`config.mk`:
```
export PLATFORM = sky130hd
export DESIGN_NAME = decode_queue
export DESIGN_NICKNAME = d
export VERILOG_FILES = /design/src/rtl/decode_queue.sv
export SDC_FILE = /design/constraint.sdc
export NUM_CORES = 1
export LEC_CHECK = 0
export CORE_ASPECT_RATIO = 0.7
export CORE_UTILIZATION = 35
export DETAILED_ROUTE_END_ITERATION = 6
export PLACE_DENSITY_LB_ADDON = 0.2
export SYNTH_ARGS = -nofsm -noshare
export SYNTH_HDL_FRONTEND = slang
export SYNTH_SLANG_ARGS = --single-unit
export TNS_END_PERCENT = 20
```
`constraint.sdc`:
```
create_clock -name clk -period 3.9 [get_ports clk]
set_input_delay 0.585 -clock clk [delete_from_list [all_inputs] [get_ports clk]]
set_output_delay 0.585 -clock clk [all_outputs]
set_load 0.03 [all_outputs]
```
`src/rtl/decode_queue.sv`:
```
// -----------------------------------------------------------------------------
// decode_queue
// Buffered, handshaked RV32I decode stage sitting between fetch and dispatch.
// Fetched instructions (with their PC) are written into a DEPTH-entry FIFO.
// The head entry is decoded combinationally and offered to the dispatcher over
// a valid/ready interface. A flush discards every queued entry.
//
// Ports
//   clk, rst     : single clock, synchronous active-high reset
//   flush        : drop all queued entries (mispredict / exception)
//   if_valid     : fetch offers if_instr / if_pc
//   if_ready     : queue has room this cycle (from registered count only)
//   if_instr     : raw RV32I instruction
//   if_pc        : PC of if_instr
//   dq_valid     : decoded head entry present
//   dq_ready     : dispatcher takes the head this cycle
//   dq_pc        : PC of head
//   dq_opcode .. dq_func7 : raw instruction fields of head
//   dq_rd_en, dq_rs1_en, dq_rs2_en : register write / read enables of head
//   dq_imm       : sign-extended immediate for the head's format
//   dq_illegal   : head opcode is outside the supported set
//   dq_count     : current occupancy
// All dq_* outputs are forced to zero while the queue is empty.
// -----------------------------------------------------------------------------
module decode_queue #(
    parameter  int DEPTH = 4,
    parameter  int XLEN  = 32,
    localparam int CNT_W = $clog2(DEPTH + 1)
) (
    input  logic             clk,
    input  logic             rst,
    input  logic             flush,
    input  logic             if_valid,
    output logic             if_ready,
    input  logic [XLEN-1:0]  if_instr,
    input  logic [XLEN-1:0]  if_pc,
    output logic             dq_valid,
    input  logic             dq_ready,
    output logic [XLEN-1:0]  dq_pc,
    output logic [6:0]       dq_opcode,
    output logic [4:0]       dq_rd,
    output logic [2:0]       dq_func3,
    output logic [4:0]       dq_rs1,
    output logic [4:0]       dq_rs2,
    output logic [6:0]       dq_func7,
    output logic             dq_rd_en,
    output logic             dq_rs1_en,
    output logic             dq_rs2_en,
    output logic [XLEN-1:0]  dq_imm,
    output logic             dq_illegal,
    output logic [CNT_W-1:0] dq_count
);

    localparam int PTR_W = $clog2(DEPTH);

    localparam logic [6:0] OP_R      = 7'b0110011;
    localparam logic [6:0] OP_I      = 7'b0010011;
    localparam logic [6:0] OP_LOAD   = 7'b0000011;
    localparam logic [6:0] OP_STORE  = 7'b0100011;
    localparam logic [6:0] OP_BRANCH = 7'b1100011;
    localparam logic [6:0] OP_JALR   = 7'b1100111;
    localparam logic [6:0] OP_JAL    = 7'b1101111;
    localparam logic [6:0] OP_AUIPC  = 7'b0010111;
    localparam logic [6:0] OP_LUI    = 7'b0110111;

    // Storage (data only; no reset needed because outputs are gated by count)
    logic [XLEN-1:0]  r_instr [DEPTH];
    logic [XLEN-1:0]  r_pc    [DEPTH];

    // Control state
    logic [PTR_W-1:0] r_wr_ptr;
    logic [PTR_W-1:0] r_rd_ptr;
    logic [CNT_W-1:0] r_count;

    logic             w_push;
    logic             w_pop;
    logic             w_valid;
    logic [XLEN-1:0]  w_instr;
    logic [XLEN-1:0]  w_pc;
    logic [6:0]       w_opcode;
    logic             w_writes_rd;
    logic             w_rs1_en;
    logic             w_rs2_en;
    logic             w_illegal;
    logic [XLEN-1:0]  w_imm;

    assign w_valid  = (r_count != '0);
    assign if_ready = (r_count < CNT_W'(DEPTH));
    assign w_push   = if_valid && if_ready;
    assign w_pop    = w_valid && dq_ready;

    // Pointer / occupancy update. Flush wins over any same-cycle push or pop.
    always_ff @(posedge clk) begin
        if (rst) begin
            r_wr_ptr <= '0;
            r_rd_ptr <= '0;
            r_count  <= '0;
        end else if (flush) begin
            r_wr_ptr <= '0;
            r_rd_ptr <= '0;
            r_count  <= '0;
        end else begin
            // DEPTH is a power of two, so the pointers wrap by natural overflow
            if (w_push) begin
                r_wr_ptr <= r_wr_ptr + PTR_W'(1);
            end
            if (w_pop) begin
                r_rd_ptr <= r_rd_ptr + PTR_W'(1);
            end
            if (w_push && !w_pop) begin
                r_count <= r_count + CNT_W'(1);
            end else if (w_pop && !w_push) begin
                r_count <= r_count - CNT_W'(1);
            end
        end
    end

    // Entry write; a push coinciding with flush or reset is dropped
    always_ff @(posedge clk) begin
        if (w_push && !flush && !rst) begin
            r_instr[r_wr_ptr] <= if_instr;
            r_pc[r_wr_ptr]    <= if_pc;
        end
    end

    // Head entry, zeroed when empty so no stale data leaks onto dq_*
    assign w_instr  = w_valid ? r_instr[r_rd_ptr] : '0;
    assign w_pc     = w_valid ? r_pc[r_rd_ptr]    : '0;
    assign w_opcode = w_instr[6:0];

    always_comb begin
        w_writes_rd = 1'b0;
        w_rs1_en    = 1'b0;
        w_rs2_en    = 1'b0;
        w_illegal   = 1'b0;
        w_imm       = '0;
        case (w_opcode)
            OP_R: begin
                w_writes_rd = 1'b1;
                w_rs1_en    = 1'b1;
                w_rs2_en    = 1'b1;
            end
            OP_I, OP_LOAD, OP_JALR: begin
                w_writes_rd = 1'b1;
                w_rs1_en    = 1'b1;
                w_imm       = {{(XLEN-12){w_instr[31]}}, w_instr[31:20]};
            end
            OP_STORE: begin
                w_rs1_en = 1'b1;
                w_rs2_en = 1'b1;
                w_imm    = {{(XLEN-12){w_instr[31]}}, w_instr[31:25], w_instr[11:7]};
            end
            OP_BRANCH: begin
                w_rs1_en = 1'b1;
                w_rs2_en = 1'b1;
                w_imm    = {{(XLEN-13){w_instr[31]}}, w_instr[31], w_instr[7],
                            w_instr[30:25], w_instr[11:8], 1'b0};
            end
            OP_JAL: begin
                w_writes_rd = 1'b1;
                w_imm       = {{(XLEN-21){w_instr[31]}}, w_instr[31], w_instr[19:12],
                               w_instr[20], w_instr[30:21], 1'b0};
            end
            OP_AUIPC, OP_LUI: begin
                w_writes_rd = 1'b1;
                w_imm       = {{(XLEN-32){w_instr[31]}}, w_instr[31:12], 12'b0};
            end
            default: begin
                // An empty queue presents opcode 0; only flag real entries
                w_illegal = w_valid;
            end
        endcase
    end

    assign dq_valid   = w_valid;
    assign dq_pc      = w_pc;
    assign dq_opcode  = w_opcode;
    assign dq_rd      = w_instr[11:7];
    assign dq_func3   = w_instr[14:12];
    assign dq_rs1     = w_instr[19:15];
    assign dq_rs2     = w_instr[24:20];
    assign dq_func7   = w_instr[31:25];
    assign dq_rd_en   = w_writes_rd && (w_instr[11:7] != 5'd0);
    assign dq_rs1_en  = w_rs1_en;
    assign dq_rs2_en  = w_rs2_en;
    assign dq_imm     = w_imm;
    assign dq_illegal = w_illegal;
    assign dq_count   = r_count;

endmodule

```
==> results of run 1 <==
cell families after synthesis:
kind of cell               synth area share, %
xor gates and xnor gates                 0.405
AOI/OAI and AO/OA                         3.01
muxes                                     14.1
buffers and inverters                     2.17
adders and majority gates                0.764
and+or+nand+nor                           6.68
DFF                                       72.8
cells in the mapped netlist, types with 2 or more instances:
| master | number | area, um2 |
|---|---|---|
| a21oi_1 | 3 | 15.0 |
| clkbuf_1 | 12 | 45.0 |
| inv_1 | 23 | 86.3 |
| and2_1 | 46 | 288 |
| edfxtp_1 | 256 | 7690 |
| xor2_1 | 4 | 35.0 |
| buf_6 | 3 | 33.8 |
| nor4_4 | 3 | 63.8 |
| o21ai_0 | 3 | 15.0 |
| o22ai_1 | 10 | 62.6 |
| nor4bb_1 | 2 | 20.0 |
| buf_2 | 10 | 50.1 |
| buf_1 | 5 | 18.8 |
| dfxtp_1 | 9 | 180 |
| ha_1 | 5 | 62.6 |
| nand2_1 | 26 | 97.6 |
| o22ai_2 | 4 | 50.1 |
| mux2i_1 | 3 | 30.0 |
| nor3_1 | 4 | 20.0 |
| nor2_1 | 21 | 78.8 |
| or2_2 | 6 | 37.5 |
| nand3_1 | 3 | 15.0 |
| mux4_2 | 66 | 1490 |
| o2bb2ai_1 | 8 | 70.1 |
| and3_1 | 6 | 37.5 |
path summary, 6_finish.rpt:
| kind | end | depth (start not counted) | slack [ns] |
|---|---|---|---|
| hold / removal | register | 2 | 0.53 |
| setup / recovery | dq_imm[23] | 7 | 0.14 |
| setup reg to reg | dq_count[2]$_SDFFE_PP0P_ | 11 | 1.15 |
| hold reg to reg | register | 2 | 0.53 |
routing by layer:
metal	up-vias	track usage [%]	part of all wire, %
li1	2628	-	-
met1	3005	22.0	44
met2	203	26.2	48
met3	40	3.16	6.4
met4	2	3.51	2.0
met5	-	0	0.044
through the flow:
stage          util [%]  std cells  area (um2)
2_1_floorplan         -        563       10800
3_3_place_gp       43.2       1130       13000
3_5_place_dp       43.2       1130       13000
4_1_cts            46.3       1183       14000
5_1_grt            46.3       1183       14000
6_report           46.3       1183       14000
registers in the layout, summed over array words and instances (netlist names), named ones only:
name / flops
r_rd_ptr: 2
dq_count: 3
r_instr: 128
r_pc: 128
r_wr_ptr: 2
area by class of cell:
cell class              count  area [um2]
multi-input cells         245        2720
well taps                 412         515
clock buffers              32         737
repair buffers            187        1870
flip-flops and latches    265        7880
inverters                  23        86.3
fillers                  2599       16200
clock inverters            19         164
worst register-to-register path, cell delays in order, from the launching register on:
cell	delay, ns
dfxtp_1	0.36
nor3_1	0.26
buf_4	0.19
inv_2	0.13
buf_6	0.27
nand2_1	0.18
ha_1	0.20
inv_1	0.06
fa_1	0.38
xor2_1	0.17
or3_1	0.31
a21oi_1	0.15
power by group:
group | leakage (nW) | switching, mW | internal (mW)
sequential | 2.39 | 0.0169 | 3.16
combinational | 1.76 | 0.561 | 0.391
clock | 0.439 | 1.06 | 1.54
total | 4.59 | 1.64 | 5.09
repair_timing:
action,4_1_cts,5_1_grt
setup buffers,2,0
setup endpoints to repair,19,0
hold endpoints to repair,0,0
gates resized for setup,18,0
hold buffers,0,0
==> results.json, run 1 <==
{
  "arrival_ns": 3.17,
  "period_minus_slack_ns": 3.76,
  "grt_pass1_vias": 6340,
  "tightest_slew_ns": 0.659,
  "outcome": "finished clean",
  "p_total_mw": 6.73,
  "layout_commonest_cell": "edfxtp_1",
  "avgRoutedWirePerCell_um": 21.0,
  "worst_slack_ns": 0.143,
  "cp-start-kind": "register",
  "clock_sinks": 265,
  "drt_pass1_iterations": 6,
  "globalplace.congestion": 0.795,
  "fmax_mhz": 266,
  "finalSetupTns_ns": 0,
  "yosys_register_bits": 265,
  "vias": 5878,
  "dieArea_um2": 31600,
  "syn_inst": 563,
  "cts_tree": "built",
  "drive_above_1_share_pct": 21.0,
  "cts_buffers": 28,
  "wl_um": 24800,
  "overflow": 0,
  "syn_avg_cell_area_um2": 19.2,
  "worstPathRequired_ns": 3.31,
  "dp_slack_ns": 0.264,
  "finalCritPeriodShare_pct": 96.3,
  "grt_max_degree": 65,
  "clkTransAtPathRegs_ns": 0.06,
  "core_area_um2": 30200,
  "layout_common_cells": "256 x edfxtp_1, 137 x clkdlybuf4s50_1, 66 x mux4_2",
  "synth_edf_count": 256,
  "nNetsFinal": 825,
  "dieWidth_um": 212,
  "synth_cell_type_count": 47,
  "syn_to_final_growth_pct": 29.3,
  "cpPeakStageDelay_ns": 0.61,
  "cp_cell_sequence": "mux4_2 > or2_4 > nor4_4 > a221oi_4 > buf_12 > o22ai_1 > dlygate4sd2_1",
  "cts-htree-levels": 1,
  "clock_skew_ns": 0.00949,
  "clock-root-buffer": "clkbuf_16",
  "netlist_area_um2": 10800,
  "detail_route.iter0.violations": 373,
  "slew-limit-headroom_pct": 56.1,
  "hold_violations": 0,
  "critical_path.slowest_cell": "mux4_2",
  "synthFlopType": "edfxtp_1",
  "hold_start": "r_rd_ptr[1]$_SDFFE_PP0P_",
  "start_util_pct": 35.8,
  "yosysWarnings": 0,
  "vias_per_cell": 4.97,
  "leakagePower_nw": 4.59,
  "path_max_fanout": 17,
  "ios": 174,
  "report.final.slew_viol_count": 0,
  "grt_pass1_wl_um": 37800,
  "async_flop_share_pct": 0,
  "antenna_found_initial": 1,
  "worst-path-buf-inv": 2,
  "vdd_drop_max_v": 0.000322,
  "n_antenna_cell": 0,
  "drc": 0,
  "clk_latency_ns": 0.53,
  "maxCapViolations": 0,
  "yosysSeqAreaShare_pct": 72.8,
  "setup_viol": 0,
  "min_path_type": "register to register",
  "power_density_nw_per_um2": 482,
  "crit_type": "register to output port",
  "hold_ws_ns": 0.526,
  "crit_family": "simple AND/OR/NAND/NOR gates",
  "worstSetupEndpointType": "output port",
  "dp_hpwl_um": 15300,
  "row_count": 53,
  "ant_nets": 0,
  "rr_startpoint": "dq_count[0]$_SDFFE_PP0P_",
  "syn_nets": 638,
  "die_height_um": 149,
  "port_buffers": 173,
  "grt_usage_pct": 15.9,
  "clockBufferDepth": 3,
  "grt_setup_unrepaired": "no"
}
Power figures use the tool's default switching activity.
==> run 2, diff against run 1 <==
Settings changed: CAP_MARGIN set to 25.
==> results of run 2 <==
No change in the layout: final DEF, timing and power equal those of run 1.
